**src/rtl/fwd_sel_ctrl.sv**
```systemverilog
// Operand-mux select arbiter with load-use stall FSM.
// Forwarded selects override control selects; result registered into ID/EX.
module fwd_sel_ctrl #(
  parameter int               NUM_SRC   = 2,
  parameter int               SEL_W     = 3,
  parameter logic [SEL_W-1:0] LDU_CODE  = 3'b110,
  parameter int               STALL_CYC = 1,
  parameter int               PERF_W    = 16
) (
  input  logic                     clk,
  input  logic                     rstn,
  input  logic                     en,
  input  logic                     flush,
  input  logic                     ld_in_ex,
  input  logic [NUM_SRC*SEL_W-1:0] sel_cu,
  input  logic [NUM_SRC*SEL_W-1:0] sel_fh,
  output logic [NUM_SRC*SEL_W-1:0] sel,
  output logic                     stall,
  output logic                     bubble,
  output logic [PERF_W-1:0]        stall_cnt
);

  localparam int CNT_W =
    (STALL_CYC > 1) ? $clog2(STALL_CYC) : 1;
  localparam logic [CNT_W-1:0] CNT_INIT =
    CNT_W'((STALL_CYC > 0) ? STALL_CYC - 1 : 0);
  localparam logic STALL_EN = (STALL_CYC != 0);
  localparam logic [PERF_W-1:0] PERF_MAX = '1;

  typedef enum logic {RUN, STALL} state_t;

  state_t                     state;
  logic [CNT_W-1:0]           cnt;
  logic [NUM_SRC*SEL_W-1:0]   pick;
  logic [NUM_SRC-1:0]         ldu_hit;
  logic                       hazard;

  always_comb begin
    pick    = '0;
    ldu_hit = '0;
    for (int i = 0; i < NUM_SRC; i++) begin
      pick[i*SEL_W+:SEL_W] =
        sel_fh[i*SEL_W+SEL_W-1] ? sel_fh[i*SEL_W+:SEL_W]
                                : sel_cu[i*SEL_W+:SEL_W];
      ldu_hit[i] = (sel_fh[i*SEL_W+:SEL_W] == LDU_CODE);
    end
  end

  assign hazard = ld_in_ex & STALL_EN & (|ldu_hit);

  // STALL parks for one extra, non-stalling cycle once cnt drains
  assign stall = (state == RUN) ? hazard : (cnt != '0);

  always_ff @(posedge clk or negedge rstn) begin
    if (!rstn) begin
      sel       <= '0;
      bubble    <= 1'b0;
      stall_cnt <= '0;
      state     <= RUN;
      cnt       <= '0;
    end else if (en) begin
      if (flush) begin
        sel    <= '0;
        bubble <= 1'b1;
        state  <= RUN;
        cnt    <= '0;
      end else begin
        if (stall) begin
          sel    <= '0;
          bubble <= 1'b1;
          if (stall_cnt != PERF_MAX)
            stall_cnt <= stall_cnt + PERF_W'(1);
        end else begin
          sel    <= pick;
          bubble <= 1'b0;
        end
        unique case (state)
          RUN: begin
            if (hazard) begin
              state <= STALL;
              cnt   <= CNT_INIT;
            end
          end
          STALL: begin
            if (cnt != '0) cnt <= cnt - CNT_W'(1);
            else           state <= RUN;
          end
          default: state <= RUN;
        endcase
      end
    end
  end

endmodule
```
**config.mk**
```make
export PLATFORM = sky130hd
export DESIGN_NAME = fwd_sel_ctrl
export DESIGN_NICKNAME = d
export VERILOG_FILES = /design/src/rtl/fwd_sel_ctrl.sv
export SDC_FILE = /design/constraint.sdc
export NUM_CORES = 1
export LEC_CHECK = 0
export CAP_MARGIN = 20
export CORE_MARGIN = 4
export CORE_UTILIZATION = 35
export CTS_CLUSTER_DIAMETER = 40
export CTS_CLUSTER_SIZE = 28
export DETAILED_ROUTE_END_ITERATION = 12
export GPL_TIMING_DRIVEN = 1
export SLEW_MARGIN = 20
export SYNTH_ARGS = -nofsm -noshare
export SYNTH_HDL_FRONTEND = slang
export SYNTH_SLANG_ARGS = --single-unit
export TNS_END_PERCENT = 1
```
**constraint.sdc**
```tcl
create_clock -name clk -period 1.8 [get_ports clk]
set_input_delay 0.54 -clock clk [delete_from_list [all_inputs] [get_ports clk]]
set_output_delay 0.54 -clock clk [all_outputs]
set_load 0.02 [all_outputs]
```
==> results_dict.tcl, run 1 <==
set metrics [dict create \
    status "finished, final reports clean" \
    p_leak_nw 0.877 \
    rr_startpoint "stall_cnt[4]" \
    portBuffers 40 \
    ant_nets 0 \
    final.setup.worst_slack_ns 0.0329 \
    coreArea_sq_um 3390 \
    crit_fanout 3 \
    timing.setup.critical_path_class "input pin to register" \
    holdCritStartpoint "sel[0]" \
    synth_fp_nets 121 \
    timing.max_slew.rel_slack_pct 78.8 \
    dr_iter_0_viols 13 \
    cp-startpoint "en" \
    post_synth_inst_count 103 \
    final_nets 181 \
    clock_tree.htree_level_count 1 \
    ys_seq_elements 24 \
    rows 21 \
    startpoint_class_of_the_critical_path "input pin" \
    post_synth_main_area_contributors "dfrtp_1 48%, xnor2_1 7.8%, a2111oi_4 4.4%" \
    worstMarginPinSlew_ns 0.318 \
    seq_area_frac_synth_pct 48.5 \
    synthesis.yosys.warnings 0 \
    floorplan.die_area_sq_um 4550 \
    final_number_of_setup_violating_endpoints 0 \
    n_fill_cell 302 \
    stdcell_area_sq_um 1830 \
    final-max-slew-violation-count 0 \
    finalClockSkew_ns 0.00242 \
    grt_start_max_net_pins 25 \
    clock_tree_from_tritoncts "yes" \
    chipHeight_um 67.5 \
    synth.cell_area_sq_um 1240 \
    yosys.area.top_type "dfrtp_1" \
    min_period_ns 1.77 \
    hold-path-endpoint "sel[0]" \
    powerDensity_nw_per_um2 620 \
    clockRootBuffer "clkbuf_4" \
    die_width_um 67.5 \
    grt_use_total_pct 14.2 \
    worst_setup_timing_slack_at_the_placement_stage_ns -0.842 \
    hold_buffers 0 \
    worst-r2r-setup-slack_ns 0.14 \
    worst_hold_path_stage_count 1 \
    dr_total_vias 1043 \
    grt_overflow 0 \
    hold_ws_ns 0.497 \
    synth.avg_cell_area_sq_um 12.0 \
    placed_cell_area_sq_um 1800 \
    hold_path_class "register to register" \
    syn_to_final_growth_pct 48.0 \
    cp_data_arrival_time_ns 2.01 \
    avgRoutedWirePerCell_um 14.1 \
    grt_first_pass_wirelength_mm 4.98 \
    ioPinCount 41 \
    ctsLongestPathBuffers 2 \
    drt-vias-per-instance 5.04 \
    timing.critical_path.to_type "register" \
    synth_cell_type_count 36 \
    number_of_clock_sinks 24 \
    numCtsBuffers 3 \
    yosys.area.top_type_share_pct 48.5 \
    cp_data_required_time_ns 2.04 \
    worstReg2RegEnd "stall_cnt[1]" \
    starting_utilization_of_the_core_area_pct 36.5 \
    clk_transition_reported_paths_ns 0.13 \
    dp_hpwl_mm 2.23 \
    report.final.hold_viol_count 0 \
    detailedRoute.firstPassIterationCount 4 \
    number_of_cells_on_the_worst_reg_to_reg_path 4 \
    num_antenna_cells 0 \
    drc 0 \
    max_cap_violations 0 \
    clock.fmax_mhz 566 \
    total_routed_wirelength_mm 2.92 \
    routabilityCongestion 0.780 \
    irDropWorstVdd_mv 0.258 \
    rsz0062_at_grt "no" \
    layout-drive-gt1-share_pct 21.1 \
    grt_pass1_vias 1119 \
    grt_antenna_before_repair 0 \
    period_share_pct 98.2 \
    clkLatencyLatePin_ns 0.31 \
    setup_tns_ns 0 \
]
where the power goes:
part           internal, mW  leakage (nW)  switching, mW
combinational         0.138         0.541          0.141
sequential            0.583         0.322         0.0433
clock                0.0781        0.0138          0.154
total                 0.799         0.877          0.338
registers in the layout, summed over array words and instances, names as in the netlist:
| register | flops |
|---|---|
| stall_cnt | 16 |
| state | 1 |
| bubble | 1 |
| sel | 6 |
how the worst max path moves through the flow:
stage / cells after the start / slack, ns / end
global placement: 5 / -0.80 / stall
floorplan: 4 / 0.02 / stall_cnt[1]
finish: 5 / 0.03 / stall_cnt[13]
global route: 5 / 0.0002 / stall
detailed placement: 5 / -0.84 / stall
CTS: 5 / 0.02 / stall
metal layers:
metal / global-route usage, % / part of all wire, %
met1: 17.8 / 46
met2: 23.9 / 47
met3: 3.66 / 6.3
met4: 3.80 / 0.51
met5: 0 / 0
cells by family (layout without fill, tap and decap cells):
kind of cell    Yosys count  in the layout  share of synthesized area [%]
fa+ha+maj                 1              1                           1.01
flops                    24             24                           48.5
simple gates             32             32                           16.2
mux                       5              5                           4.14
xor+xnor                 15             15                           10.6
compound gates           23             23                           18.0
buf+inv                   3             61                           1.62
cells in the final DEF (no fill, tap or decap), types with 2 or more instances in the layout:
cell / n
a2111oi_4: 2
and3_1: 3
and4_1: 2
buf_4: 17
clkbuf_4: 3
clkdlybuf4s15_1: 3
clkdlybuf4s50_1: 9
dfrtp_1: 24
dlygate4sd2_1: 25
mux2i_1: 4
nand2_1: 3
nand3_1: 4
nand4_1: 4
nand4b_1: 2
nor2_1: 5
o2111ai_1: 4
o211ai_1: 3
o2bb2ai_1: 6
xnor2_1: 11
xor2_1: 4
repair_timing:
| action | CTS | global route |
|---|---|---|
| cloned | 0 | 0 |
| setup endpoints to repair | 31 | 1 |
| resized for setup | 45 | 4 |
| buffers inserted | 1 | 0 |
| pin swaps | 5 | 2 |
area by class of cell:
type                    instances  area [sq um]  share of cell area, %
inverters                       1          3.75                  0.205
clock buffers                   3          22.5                   1.23
flip-flops and latches         24           601                   32.8
repair buffers                 57           488                   26.6
well taps                      46          57.6                   3.14
multi-input cells              76           661                   36.0
worst max-delay path, stage by stage:
cell and delay [ns]:
clkdlybuf4s50_1 0.52, nand4bb_4 0.14, a211o_4 0.32, a2111oi_4 0.33, xor2_1 0.16
Yosys cell counts:
cell type and instances:
dfrtp_1 24, xnor2_1 11, nor2_1 6, o2bb2ai_1 6, mux2i_1 4, nand3_1 4, nand4_1 4, o2111ai_1 4
xor2_1 4, and3_1 3, nand2_1 3, o211ai_1 3, a2111oi_4 2, and4_1 2, nand4b_1 2, a211o_1 1
a211oi_1 1, a21boi_1 1, a21o_1 1, a21oi_1 1, a21oi_2 1, and2_1 1, and2_2 1, and4_4 1
buf_2 1, buf_6 1, ha_1 1, inv_1 1, mux2_2 1, nand2b_1 1, nand3b_1 1, nand3b_2 1
nand4bb_1 1, o21a_1 1, o21ai_1 1, or2_2 1
per-stage QoR:
stage	std cells	utilization [%]	power (mW)
global route	207	54.1	1.22
global placement	203	53.2	0.945
floorplan	103	-	0.760
finish	207	54.1	1.14
detailed placement	203	53.2	0.951
CTS	207	54.1	1.16
(Power assumes the default switching activity.)
==> inputs of run 2 (changes only) <==
--- a/constraint.sdc
+++ b/constraint.sdc
@@ -3,2 +3,2 @@
 set_output_delay 0.54 -clock clk [all_outputs]
-set_load 0.02 [all_outputs]
+set_load 0.01 [all_outputs]
==> run 2 against run 1 <==
  * The flow now finishes with violations (negative setup slack)
  * Routed wire length down 0.21%
  * Core utilization up 0.70 points
  * Clock skew up 0.0039 ns
  * Combinational power down 6%
  * Global-route usage down 0.79 points
  * Power down 2.8%
  * Design area up 1.3%
  * Highest routed layer unchanged
  * Clock power down 3%
  * Sequential power down 1%
  * Critical path depth unchanged
  * Non-clock buffer count down 1
  * Sequential cell count unchanged
==> results_dict.tcl, run 2 (synthesized netlist as in run 1, its figures left out) <==
set metrics [dict create \
    status "finished with violations" \
    coreArea_sq_um 3390 \
    pwr-share-clk_pct 20.3 \
    drc 0 \
    irDropWorstVdd_mv 0.271 \
    hold_path_class "register to register" \
    grt_overflow 0 \
    worstMarginPinSlew_ns 0.306 \
    dp_hpwl_mm 2.25 \
    max_cap_violations 0 \
    rsz0062_at_grt "yes" \
    path_cells "dlygate4sd2_1 > nand3b_1 > and2_4 > nor2_2 > buf_2" \
    holdCritStartpoint "bubble" \
    clkLatencyLatePin_ns 0.30 \
    cp-startpoint "sel_fh[3]" \
    p_leak_nw 0.929 \
    timing.critical_path.to_type "output port" \
    rows 21 \
    report.final.hold_viol_count 0 \
    hold-path-endpoint "bubble" \
    grt_first_pass_wirelength_mm 4.68 \
    final_number_of_setup_violating_endpoints 1 \
    placed_cells 202 \
    top_register "stall_cnt" \
    total_power_mw 1.11 \
    cellInternalPower_uw 809 \
    starting_utilization_of_the_core_area_pct 36.5 \
    dr_total_vias 1064 \
    clock_tree_from_tritoncts "yes" \
    layout.cells.most_common_list "22 x dlygate4sd2_1, 21 x dfrtp_1, 15 x buf_4" \
    min_period_ns 1.85 \
    clk_transition_reported_paths_ns 0.12 \
    num_antenna_cells 0 \
    chipHeight_um 67.5 \
    grt_use_total_pct 13.4 \
    worst_hold_path_stage_count 1 \
    switching_power_uw 297 \
    period_share_pct 103 \
    number_of_cells_on_the_worst_reg_to_reg_path 5 \
    clock_tree.htree_level_count 1 \
    total_routed_wirelength_mm 2.91 \
    rr_startpoint "stall_cnt[1]" \
    grt_start_max_net_pins 25 \
    floorplan.die_area_sq_um 4550 \
    startpoint_class_of_the_critical_path "input pin" \
    final_nets 180 \
    routabilityCongestion 0.773 \
    detailedRoute.firstPassIterationCount 2 \
    critical-path-max-stage-delay_ns 0.24 \
    fin_cells 206 \
    powerDensity_nw_per_um2 596 \
    clock.fmax_mhz 541 \
    slowest_stage "dlygate4sd2_1" \
    dr_iter_0_viols 17 \
    cp_data_arrival_time_ns 1.31 \
    clockRootBuffer "clkbuf_4" \
    die_width_um 67.5 \
    ant_nets 0 \
    timing.max_slew.rel_slack_pct 79.6 \
    critical_path.top_delay_family "simple AND/OR/NAND/NOR gates" \
    number_of_buffer_and_inverter_instances_along_the_worst_setup_path 2 \
    share_seq_of_total_power_pct 56.1 \
    final_core_utilization_pct 54.8 \
    grt_pass1_vias 1027 \
    share_comb_of_total_power_pct 23.6 \
    grt_antenna_before_repair 0 \
    worstReg2RegEnd "stall_cnt[13]" \
    largest_reg_flops 16 \
    cp_data_required_time_ns 1.26 \
    finalClockSkew_ns 0.00634 \
    number_of_clock_sinks 24 \
    avgRoutedWirePerCell_um 14.1 \
    layout-drive-gt1-share_pct 22.5 \
    final_common_cell "dlygate4sd2_1" \
    syn_to_final_growth_pct 49.9 \
    power.share.switching_pct 26.9 \
    ioPinCount 41 \
    final.setup.worst_slack_ns -0.0493 \
    n_fill_cell 294 \
    drt-vias-per-instance 5.17 \
    final-max-slew-violation-count 0 \
    portBuffers 40 \
    biggestRegsByFlops "stall_cnt x16, sel x6" \
    worst-r2r-setup-slack_ns 0.12 \
    crit_fanout 2 \
    ctsLongestPathBuffers 2 \
    timing.setup.critical_path_class "input pin to output port" \
    numCtsBuffers 3 \
    violations "negative setup slack" \
]
run 2: repair_timing:
item	in CTS	in global routing
gates resized for setup	33	11
pin swaps	3	4
hold buffers	0	0
cloned	0	0
endpoints found under the setup margin	27	12
setup buffers	1	0
run 2: cell type report:
| class | instances | area, sq um | area share [%] |
|---|---|---|---|
| flip-flops and latches | 24 | 604 | 32.5 |
| repair buffers | 56 | 515 | 27.8 |
| well taps | 46 | 57.6 | 3.10 |
| inverters | 1 | 3.75 | 0.202 |
| multi-input cells | 76 | 653 | 35.2 |
| clock buffers | 3 | 22.5 | 1.21 |
run 2: stage by stage:
stage                     area [sq um]  hold slack, ns  setup WS, ns  TNS (ns)
after floorplan                   1240           0.244        0.0194         0
after global placement            1810           0.468        -0.771     -6.69
after detailed placement          1810           0.473        -0.828     -7.85
after CTS                         1820           0.502       -0.0842    -0.202
after global routing              1860           0.523        -0.100    -0.124
final                             1860           0.490       -0.0493   -0.0493
run 2: metal layers:
metal	vias up	global-route usage, %	wire, um
met5	-	0	0
met3	4	3.33	224
met2	36	20.2	1260
li1	509	-	-
met4	0	3.80	23
met1	515	18.9	1400
run 2: power groups by stage:
stage          logic (mW)  clock network, mW  registers [mW]
2_1_floorplan      0.0714                  0           0.654
3_3_place_gp        0.285                  0           0.630
3_5_place_dp        0.291                  0           0.632
4_1_cts             0.267              0.237           0.622
5_1_grt             0.287              0.261           0.628
6_report            0.261              0.224           0.620
run 2: worst max-delay path by stage:
| stage | to | slack (ns) | depth (start not counted) |
|---|---|---|---|
| 5_1_grt | stall | -0.1 | 5 |
| 4_1_cts | stall | -0.08 | 5 |
| 6_report | stall | -0.05 | 5 |
| 2_1_floorplan | stall_cnt[1] | 0.02 | 4 |
| 3_3_place_gp | stall | -0.77 | 5 |
| 3_5_place_dp | stall | -0.83 | 5 |
==> inputs of run 3 (changes only) <==
Settings changed: RECOVER_POWER set to 100.
==> run 3 against run 2 <==
  * The flow still finishes with violations (negative setup slack)
  * Combinational power fell by 7%
  * Clock power is essentially flat
  * Power shrank 1.7%
  * Cell count did not move
  * Maximum frequency shrank 0.34%
  * Critical path depth unchanged
  * Clock skew about the same
  * Sequential share of layout area grew 0.83 points
  * Worst setup slack worse by 0.0062 ns
  * Critical path type unchanged
  * Count of clock-buffer cells in the layout is the same
==> results_dict.tcl, run 3 (synthesized netlist as in run 1, its figures left out) <==
set metrics [dict create \
    starting_utilization_of_the_core_area_pct 36.5 \
    largest_reg_flops 16 \
    max_cap_violations 0 \
    avgRoutedWirePerCell_um 14.2 \
    layout.cells.most_common_list "24 x dfrtp_1, 22 x dlygate4sd2_1, 11 x xnor2_1" \
    worstMarginPinSlew_ns 0.603 \
    p_leak_nw 0.837 \
    cp_data_arrival_time_ns 1.32 \
    portBuffers 40 \
    clkLatencyLatePin_ns 0.30 \
    chipHeight_um 67.5 \
    status "finished with violations" \
    rsz0062_at_grt "yes" \
    grt_use_total_pct 13.4 \
    hold_path_class "register to register" \
    crit_fanout 2 \
    irDropWorstVdd_mv 0.264 \
    grt_antenna_before_repair 0 \
    timing.critical_path.to_type "output port" \
    number_of_buffer_and_inverter_instances_along_the_worst_setup_path 2 \
    coreArea_sq_um 3390 \
    total_routed_wirelength_mm 2.92 \
    grt_pass1_vias 1027 \
    powerDensity_nw_per_um2 604 \
    detailedRoute.firstPassIterationCount 2 \
    clockRootBuffer "clkbuf_4" \
    min_period_ns 1.86 \
    fin_cells 206 \
    grt_first_pass_wirelength_mm 4.68 \
    stdcell_area_sq_um 1800 \
    top_register "stall_cnt" \
    layout-drive-gt1-share_pct 17.5 \
    hold_ws_ns 0.496 \
    rows 21 \
    critical-path-max-stage-delay_ns 0.24 \
    ant_nets 0 \
    number_of_clock_sinks 24 \
    dp_hpwl_mm 2.25 \
    grt_start_max_net_pins 25 \
    timing.setup.critical_path_class "input pin to output port" \
    violations "negative setup slack" \
    final_nets 180 \
    final.setup.worst_slack_ns -0.0555 \
    drt-vias-per-instance 5.17 \
    hold_buffers 0 \
    numCtsBuffers 3 \
    cp_data_required_time_ns 1.26 \
    biggestRegsByFlops "stall_cnt x16, sel x6" \
    critical_path.top_delay_family "simple AND/OR/NAND/NOR gates" \
    report.final.hold_viol_count 0 \
    finalClockSkew_ns 0.00610 \
    final_number_of_setup_violating_endpoints 3 \
    path_cells "dlygate4sd2_1 > nand3b_1 > and2_4 > nor2_2 > buf_2" \
    clock.fmax_mhz 539 \
    ioPinCount 41 \
    final-max-slew-violation-count 0 \
    placed_cell_area_sq_um 1810 \
    routabilityCongestion 0.773 \
    die_width_um 67.5 \
    dr_iter_0_viols 18 \
    num_antenna_cells 0 \
    placed_cells 202 \
    grt_overflow 0 \
    ctsLongestPathBuffers 2 \
    clock_tree.htree_level_count 1 \
    setup_tns_ns -0.0837 \
    clock_tree_from_tritoncts "yes" \
    final_common_cell "dfrtp_1" \
    period_share_pct 103 \
    floorplan.die_area_sq_um 4550 \
    clk_transition_reported_paths_ns 0.12 \
    timing.max_slew.rel_slack_pct 59.8 \
    dr_total_vias 1064 \
    slowest_stage "dlygate4sd2_1" \
    syn_to_final_growth_pct 45.3 \
    drc 0 \
    startpoint_class_of_the_critical_path "input pin" \
]
==> run 3: final cells by class <==
cell class	instances	area, sq um
inverters	1	3.75
repair buffers	56	470
multi-input cells	76	644
flip-flops and latches	24	601
well taps	46	57.6
clock buffers	3	22.5
fillers	300	1590
==> run 3: per-layer routing <==
metal | up-vias | part of all wire [%] | global-route usage, %
li1 | 508 | - | -
met1 | 516 | 48 | 18.9
met2 | 36 | 44 | 20.2
met3 | 4 | 7.3 | 3.33
met4 | 0 | 0.79 | 3.80
met5 | - | 0 | 0
==> run 3: worst register-to-register path: cells and delay by family, from the launching register on <==
| family | cells | cell delay (ns) |
|---|---|---|
| simple gates | 1 | 0.27 |
| compound gates | 1 | 0.35 |
| fa+ha+maj | 1 | 0.26 |
| buf+inv | 1 | 0.15 |
| xor+xnor | 1 | 0.17 |
| flops | 1 | 0.42 |
==> run 3: final timing paths <==
path,start,to,slack (ns),cells after the start
min in group asynchronous,rstn,sel[5],0.75,2
max in group asynchronous,rstn,sel[0],0.65,2
min,bubble,bubble,0.50,1
min reg2reg,bubble,bubble,0.50,1
max reg2reg,stall_cnt[1],stall_cnt[13],0.12,5
max,sel_fh[3],stall,-0.06,5
==> run 3: report_power, final <==
part           internal (mW)  switching (mW)  leakage [nW]  total, mW
Sequential             0.583          0.0364         0.322      0.619
Combinational          0.129           0.114         0.501      0.243
Clock                 0.0781           0.147        0.0138      0.225
==> run 3: per-stage QoR <==
step,utilization [%],worst slack [ns],power [mW]
finish,53.1,-0.0555,1.09
global route,53.1,-0.100,1.16
CTS,53.6,-0.0842,1.13
detailed placement,53.3,-0.828,0.922
global placement,53.3,-0.771,0.915
floorplan,-,0.0194,0.725
==> run 3: repair_timing <==
| action | in CTS | in global routing |
|---|---|---|
| setup buffers | 1 | 0 |
| endpoints found under the setup margin | 27 | 12 |
| gates resized for setup | 33 | 11 |
| pin swaps | 3 | 4 |
